===== config.mk =====
export PLATFORM = sky130hd
export DESIGN_NAME = sap_ctrl_sequencer
export DESIGN_NICKNAME = d
export VERILOG_FILES = /design/src/rtl/sap_ctrl_pkg.sv /design/src/rtl/sap_ctrl_decode.sv /design/src/rtl/sap_ctrl_sequencer.sv
export SDC_FILE = /design/constraint.sdc
export NUM_CORES = 1
export LEC_CHECK = 0
export CORE_ASPECT_RATIO = 1.5
export CORE_MARGIN = 5
export CORE_UTILIZATION = 44
export CTS_CLUSTER_DIAMETER = 150
export DETAILED_ROUTE_END_ITERATION = 10
export PLACE_DENSITY = 0.79
export SLEW_MARGIN = 15
export SYNTH_ARGS = -nofsm -noshare
export SYNTH_HDL_FRONTEND = slang
export SYNTH_SLANG_ARGS = --single-unit

===== constraint.sdc =====
create_clock -name clk -period 2 [get_ports clk]
set_input_delay 0.4 -clock clk [delete_from_list [all_inputs] [get_ports clk]]
set_output_delay 0.4 -clock clk [all_outputs]
set_load 0.05 [all_outputs]

===== src/rtl/sap_ctrl_pkg.sv =====
// Shared types for the SAP control sequencer: opcodes, FSM states, control word.
// Pure declarations; no timing of its own.
package sap_ctrl_pkg;

  localparam logic [3:0] OP_NOP = 4'h0;
  localparam logic [3:0] OP_LDA = 4'h1;
  localparam logic [3:0] OP_LDB = 4'h2;
  localparam logic [3:0] OP_ADD = 4'h3;
  localparam logic [3:0] OP_SUB = 4'h4;
  localparam logic [3:0] OP_OUT = 4'h5;
  localparam logic [3:0] OP_CMP = 4'h6;
  localparam logic [3:0] OP_HLT = 4'hF;

  typedef enum logic [1:0] {
    ST_IDLE = 2'd0,
    ST_T1   = 2'd1,
    ST_T2   = 2'd2,
    ST_HALT = 2'd3
  } state_e;

  typedef struct packed {
    logic       la_n;
    logic       lb_n;
    logic       ea;
    logic       eu;
    logic       sub;
    logic       out_sel;
    logic       out_strobe;
    logic [7:0] data_out;
  } ctrl_word_t;

  localparam ctrl_word_t CTRL_DEFAULT = '{
    la_n:       1'b1,
    lb_n:       1'b1,
    ea:         1'b0,
    eu:         1'b0,
    sub:        1'b0,
    out_sel:    1'b0,
    out_strobe: 1'b0,
    data_out:   8'h00
  };

  // Opcodes that need a T2 slot: loads (bus transfer) and ALU ops (flag sampling).
  function automatic logic needs_t2(input logic [3:0] op);
    return (op == OP_LDA) || (op == OP_LDB) || (op == OP_ADD) ||
           (op == OP_SUB) || (op == OP_CMP);
  endfunction

  function automatic logic is_alu_op(input logic [3:0] op);
    return (op == OP_ADD) || (op == OP_SUB) || (op == OP_CMP);
  endfunction

  function automatic logic is_illegal(input logic [3:0] op);
    return (op >= 4'h7) && (op <= 4'hE);
  endfunction

endpackage


===== src/rtl/sap_ctrl_decode.sv =====
// Combinational (state, opcode, operand) -> datapath control word; zero latency.
// No handshake of its own; driven purely by the sequencer's registered state.
module sap_ctrl_decode
  import sap_ctrl_pkg::*;
(
  input  state_e       state_i,
  input  logic [3:0]   opcode_i,
  input  logic [7:0]   operand_i,
  output ctrl_word_t   ctrl_o
);

  always_comb begin
    ctrl_o = CTRL_DEFAULT;
    case (state_i)
      ST_T1: begin
        case (opcode_i)
          // Immediate goes out a cycle early: the datapath registers its data input.
          OP_LDA, OP_LDB: ctrl_o.data_out = operand_i;
          OP_ADD: begin
            ctrl_o.eu   = 1'b1;
            ctrl_o.la_n = 1'b0;
          end
          OP_SUB: begin
            ctrl_o.eu   = 1'b1;
            ctrl_o.sub  = 1'b1;
            ctrl_o.la_n = 1'b0;
          end
          OP_CMP: begin
            ctrl_o.eu  = 1'b1;
            ctrl_o.sub = 1'b1;
          end
          OP_OUT: begin
            ctrl_o.ea         = 1'b1;
            ctrl_o.out_sel    = 1'b1;
            ctrl_o.out_strobe = 1'b1;
          end
          default: ctrl_o = CTRL_DEFAULT;
        endcase
      end
      ST_T2: begin
        case (opcode_i)
          OP_LDA: begin
            ctrl_o.data_out = operand_i;
            ctrl_o.la_n     = 1'b0;
          end
          OP_LDB: begin
            ctrl_o.data_out = operand_i;
            ctrl_o.lb_n     = 1'b0;
          end
          default: ctrl_o = CTRL_DEFAULT;
        endcase
      end
      default: ctrl_o = CTRL_DEFAULT;
    endcase
  end

endmodule


===== src/rtl/sap_ctrl_sequencer.sv =====
// Expands 12-bit instructions into per-T-state control words; 1-2 cycles per instruction.
// instr_ready only in IDLE; HLT parks in HALT (ready low) until synchronous reset.
module sap_ctrl_sequencer
  import sap_ctrl_pkg::*;
(
  input  logic        clk,
  input  logic        rst_n,
  input  logic [11:0] instr,
  input  logic        instr_valid,
  output logic        instr_ready,
  input  logic        cf_in,
  input  logic        zf_in,
  output logic [7:0]  data_out,
  output logic        la_n,
  output logic        lb_n,
  output logic        ea,
  output logic        eu,
  output logic        sub,
  output logic        out_sel,
  output logic        out_strobe,
  output logic        cf_q,
  output logic        zf_q,
  output logic        busy,
  output logic        halted,
  output logic        err,
  output logic [7:0]  retired
);

  state_e      state_q, state_d;
  logic [11:0] ir_q, ir_d;
  logic        cf_flag_q, zf_flag_q;
  logic        err_q;
  logic [7:0]  retired_q;
  logic        retire;
  logic        err_set;
  logic        flag_cap;
  logic [3:0]  opcode;
  ctrl_word_t  ctrl;

  assign opcode = ir_q[11:8];

  always_comb begin
    state_d  = state_q;
    ir_d     = ir_q;
    retire   = 1'b0;
    err_set  = 1'b0;
    flag_cap = 1'b0;
    case (state_q)
      ST_IDLE: begin
        if (instr_valid) begin
          state_d = ST_T1;
          ir_d    = instr;
        end
      end
      ST_T1: begin
        err_set = is_illegal(opcode);
        if (opcode == OP_HLT) begin
          state_d = ST_HALT;
          retire  = 1'b1;
        end else if (needs_t2(opcode)) begin
          state_d = ST_T2;
        end else begin
          state_d = ST_IDLE;
          retire  = 1'b1;
        end
      end
      ST_T2: begin
        // Flags were registered by the datapath on the edge ending the eu cycle.
        flag_cap = is_alu_op(opcode);
        state_d  = ST_IDLE;
        retire   = 1'b1;
      end
      ST_HALT: state_d = ST_HALT;
      default: state_d = ST_IDLE;
    endcase
  end

  always_ff @(posedge clk) begin
    if (!rst_n) begin
      state_q   <= ST_IDLE;
      ir_q      <= 12'h000;
      cf_flag_q <= 1'b0;
      zf_flag_q <= 1'b0;
      err_q     <= 1'b0;
      retired_q <= 8'h00;
    end else begin
      state_q <= state_d;
      ir_q    <= ir_d;
      if (flag_cap) begin
        cf_flag_q <= cf_in;
        zf_flag_q <= zf_in;
      end
      if (err_set) err_q <= 1'b1;
      if (retire) retired_q <= retired_q + 8'd1;
    end
  end

  sap_ctrl_decode u_decode (
    .state_i   (state_q),
    .opcode_i  (opcode),
    .operand_i (ir_q[7:0]),
    .ctrl_o    (ctrl)
  );

  assign la_n        = ctrl.la_n;
  assign lb_n        = ctrl.lb_n;
  assign ea          = ctrl.ea;
  assign eu          = ctrl.eu;
  assign sub         = ctrl.sub;
  assign out_sel     = ctrl.out_sel;
  assign out_strobe  = ctrl.out_strobe;
  assign data_out    = ctrl.data_out;

  assign instr_ready = (state_q == ST_IDLE);
  assign busy        = (state_q == ST_T1) || (state_q == ST_T2);
  assign halted      = (state_q == ST_HALT);
  assign cf_q        = cf_flag_q;
  assign zf_q        = zf_flag_q;
  assign err         = err_q;
  assign retired     = retired_q;

endmodule


==> flow_metrics.tcl <==
set metrics [dict create \
    result_of_the_run "complete, but fails checks" \
    violations_in_the_final_reports "negative setup slack" \
    clock_power_share 0.255 \
    synth_area_um2 1280 \
    number_of_input_and_output_port_buffers_inserted 45 \
    drt_iter0_markers 36 \
    cts.path.max_buffers 2 \
    global_route_usage_over_all_layers 0.190 \
    final_hold_viol_count 0 \
    maxSlewViolCount 0 \
    layout-drive-gt1-share 0.306 \
    tritoncts.num_buffers 3 \
    gp_congestion 0.822 \
    cellInternalPower_mw 0.796 \
    first_global_vias 1348 \
    finalClockSkew_ps 1.64 \
    floorplan.io_pins 46 \
    critPathRequiredTime_ps 1600 \
    design.core.area_um2 2850 \
    clock-root-buffer "clkbuf_8" \
    combinational_share_of_power 0.268 \
    drt-total-wl_mm 4.10 \
    maximum_number_of_pins_on_one_net_before_global_route_repair 24 \
    postSynthRegisterBits 25 \
    yosysTopAreaCellShare 0.391 \
    sequentialPowerShare 0.477 \
    cellLeakagePower_nw 0.815 \
    place.detailed.hpwl_mm 2.62 \
    grt-ovfl-total 0 \
    syn_avg_cell_area_um2 7.94 \
    max_freq_mhz 463 \
    floorplan.die.width_um 54.0 \
    unrepaired_setup_endpoints_after_global_routing "yes" \
    net_switching_share_of_the_total_power 0.313 \
    worst-path-max-fanout 4 \
    transition_time_of_the_tightest_slew_check_pin_ps 555 \
    worst-setup-path-type "flip-flop to output port" \
    holdCritPathClass "flip-flop to flip-flop" \
    die_outline_area_um2 4110 \
    ir_worst_vdd_uv 547 \
    route.antenna.remaining_nets 0 \
    floorplan.initialDensity 0.448 \
    synthTopCellsByArea "dfxtp_1 (39%), a21oi_1 (8.2%), nand2_1 (8.2%), ha_1 (4.9%), and2_1 (4.4%)" \
    antenna_violations_before_repair 0 \
    row_count 24 \
    fin_cells 258 \
    multi_input_area_um2 802 \
    endpoint_kind "output port" \
    yosysWarnings 0 \
    first_pass_grt_wire_length_mm 6.02 \
    post_route_core_utilization 0.758 \
    synth_cell_type_count 32 \
    seq_area_um2 512 \
    setup-violations-final 13 \
    power.net_switching_mw 0.363 \
    timing.critical_path.arrival_ps 1760 \
    drt_pre_antenna_iters 4 \
    yosysSeqAreaShare 0.391 \
    timing.final.crit_share 1.08 \
    postSynthCellCount 161 \
    power.density_cell_area_nw_per_um2 536 \
    tritoncts_num_sinks 25 \
    routed_wire_length_per_instance_um 15.9 \
    synthDominantAreaCellType "dfxtp_1" \
    worstSkewPairLatency_ps 270 \
    antennaDiodeCount 0 \
    drc_errors 0 \
    floorplan.die.height_um 76.0 \
    nFillCells 197 \
    final_net_count 242 \
    postSynthNetCount 183 \
    maxSlewHeadroom 0.629 \
    path_clk_slew_ps 90 \
    setup_ws_ps -160 \
    period_minus_slack_ps 2160 \
    place_worst_setup_slack_ps -37.7 \
    setup.worst_path.start_class "flip-flop" \
    place_inst 242 \
    cts_tree "built" \
    max_cap_viol_count 0 \
    ctsHtreeMaxLevel 1 \
    detailroute.via_count 1352 \
    area.growth.synth_to_final_pct 69.2 \
    vias_per_cell 5.24 \
]
[power groups by stage]
stage	clock, mW	sequential, mW	combinational (mW)
4_1_cts	0.302	0.550	0.292
2_1_floorplan	0	0.556	0.177
3_5_place_dp	0	0.560	0.267
6_report	0.295	0.553	0.310
5_1_grt	0.321	0.557	0.329
3_3_place_gp	0	0.558	0.260
[cell usage in the layout, fill, tap and decap left out, types with 2 or more instances in the layout]
cell | Yosys | final
buf_6 | 0 | 2
a21oi_1 | 21 | 19
xor2_1 | 2 | 2
ha_2 | 0 | 2
nor2_1 | 10 | 9
nand3b_1 | 4 | 4
clkbuf_8 | 0 | 3
mux2i_1 | 4 | 4
dfxtp_2 | 0 | 3
nand2b_1 | 2 | 2
and3_1 | 2 | 2
inv_1 | 5 | 3
xnor2_1 | 2 | 2
o21ai_0 | 6 | 5
nand3_1 | 6 | 6
nand2_1 | 28 | 28
dfxtp_4 | 0 | 2
or3_1 | 4 | 4
o21a_1 | 2 | 2
buf_4 | 2 | 21
and2_4 | 0 | 8
clkdlybuf4s50_1 | 0 | 27
ha_1 | 5 | 2
buf_12 | 0 | 14
inv_4 | 0 | 2
dfxtp_1 | 25 | 20
[synthesized netlist by cell type]
cell	count
xor2_1	2
nand2_1	28
and2_1	9
o211ai_1	1
o21ai_2	1
or3_1	4
nand2b_1	2
dfxtp_1	25
o22ai_1	1
o41ai_1	2
and3_1	2
a211oi_1	1
nor2_1	10
buf_4	2
o21a_1	2
buf_2	2
o31ai_1	1
nor4b_2	1
nor3_2	1
nand3b_1	4
xnor2_1	2
nand3_1	6
mux2i_1	4
a211o_1	1
or4_1	1
a21oi_1	21
a311oi_1	1
nor3_1	2
o21ai_0	6
inv_1	5
clkbuf_1	6
ha_1	5
[worst paths after layout]
kind	start	to	slack (ps)	cells after the start
max	state_q[0]	data_out[2]	-160	7
min	ir_q[2]	ir_q[2]	460	2
max reg2reg	state_q[0]	retired[7]	160	9
min reg2reg	ir_q[2]	ir_q[2]	460	2
[critical path, cell delays in order (launching register included)]
cell and delay, ps:
dfxtp_4 380, inv_4 40, ha_4 270, o21a_1 130, nor4b_4 220, buf_4 180
and2_4 150, buf_12 130
[logic make-up (layout without fill, tap and decap cells)]
kind of cell    count (synthesis)  in the layout  share of synthesized area
buf+inv                        15             73                     0.0519
compound gates                 38             38                      0.174
flops                          25             25                      0.391
xor+xnor                        4              4                     0.0274
fa+ha+maj                       5              5                     0.0489
mux                             4              4                     0.0313
simple gates                   70             70                      0.275
[cell type report]
type / count / area share
clock buffer: 3 / 0.0191
clock inverter: 1 / 0.00231
inverter: 5 / 0.0110
multi-input combinational: 121 / 0.371
sequential: 25 / 0.237
tap: 39 / 0.0226
timing repair buffer: 64 / 0.338
[routing by layer]
metal  GRT usage  up-vias  wire, um
li1            -      665         -
met1       0.211      644      1540
met2       0.346       37      2360
met3      0.0254        6       153
met4      0.0673        0        43
met5           0        -         0
[registers in the layout, summed over array words and instances, names as in the netlist]
register and flops:
ir_q 12, err 1, state_q 2, retired 8, zf_q 1, cf_q 1
[timing repair]
| item | in CTS | in global routing |
|---|---|---|
| setup endpoints to repair | 13 | 16 |
| endpoints found under the hold margin | 0 | 0 |
| hold buffers | 0 | 0 |
| resized for setup | 13 | 10 |
| buffers inserted | 10 | 3 |
| pin swaps | 13 | 5 |
[metrics by stage]
| stage | cell area, um2 | hold WS (ps) | total power [mW] | setup TNS (ps) |
|---|---|---|---|---|
| detailed placement | 1950 | 446 | 0.827 | -200 |
| floorplan | 1340 | 432 | 0.733 | -216 |
| global placement | 1950 | 439 | 0.818 | 0 |
| CTS | 2110 | 463 | 1.14 | -1250 |
| global route | 2160 | 479 | 1.21 | -2620 |
| finish | 2160 | 463 | 1.16 | -1640 |
Power figures use the tool's default switching activity.
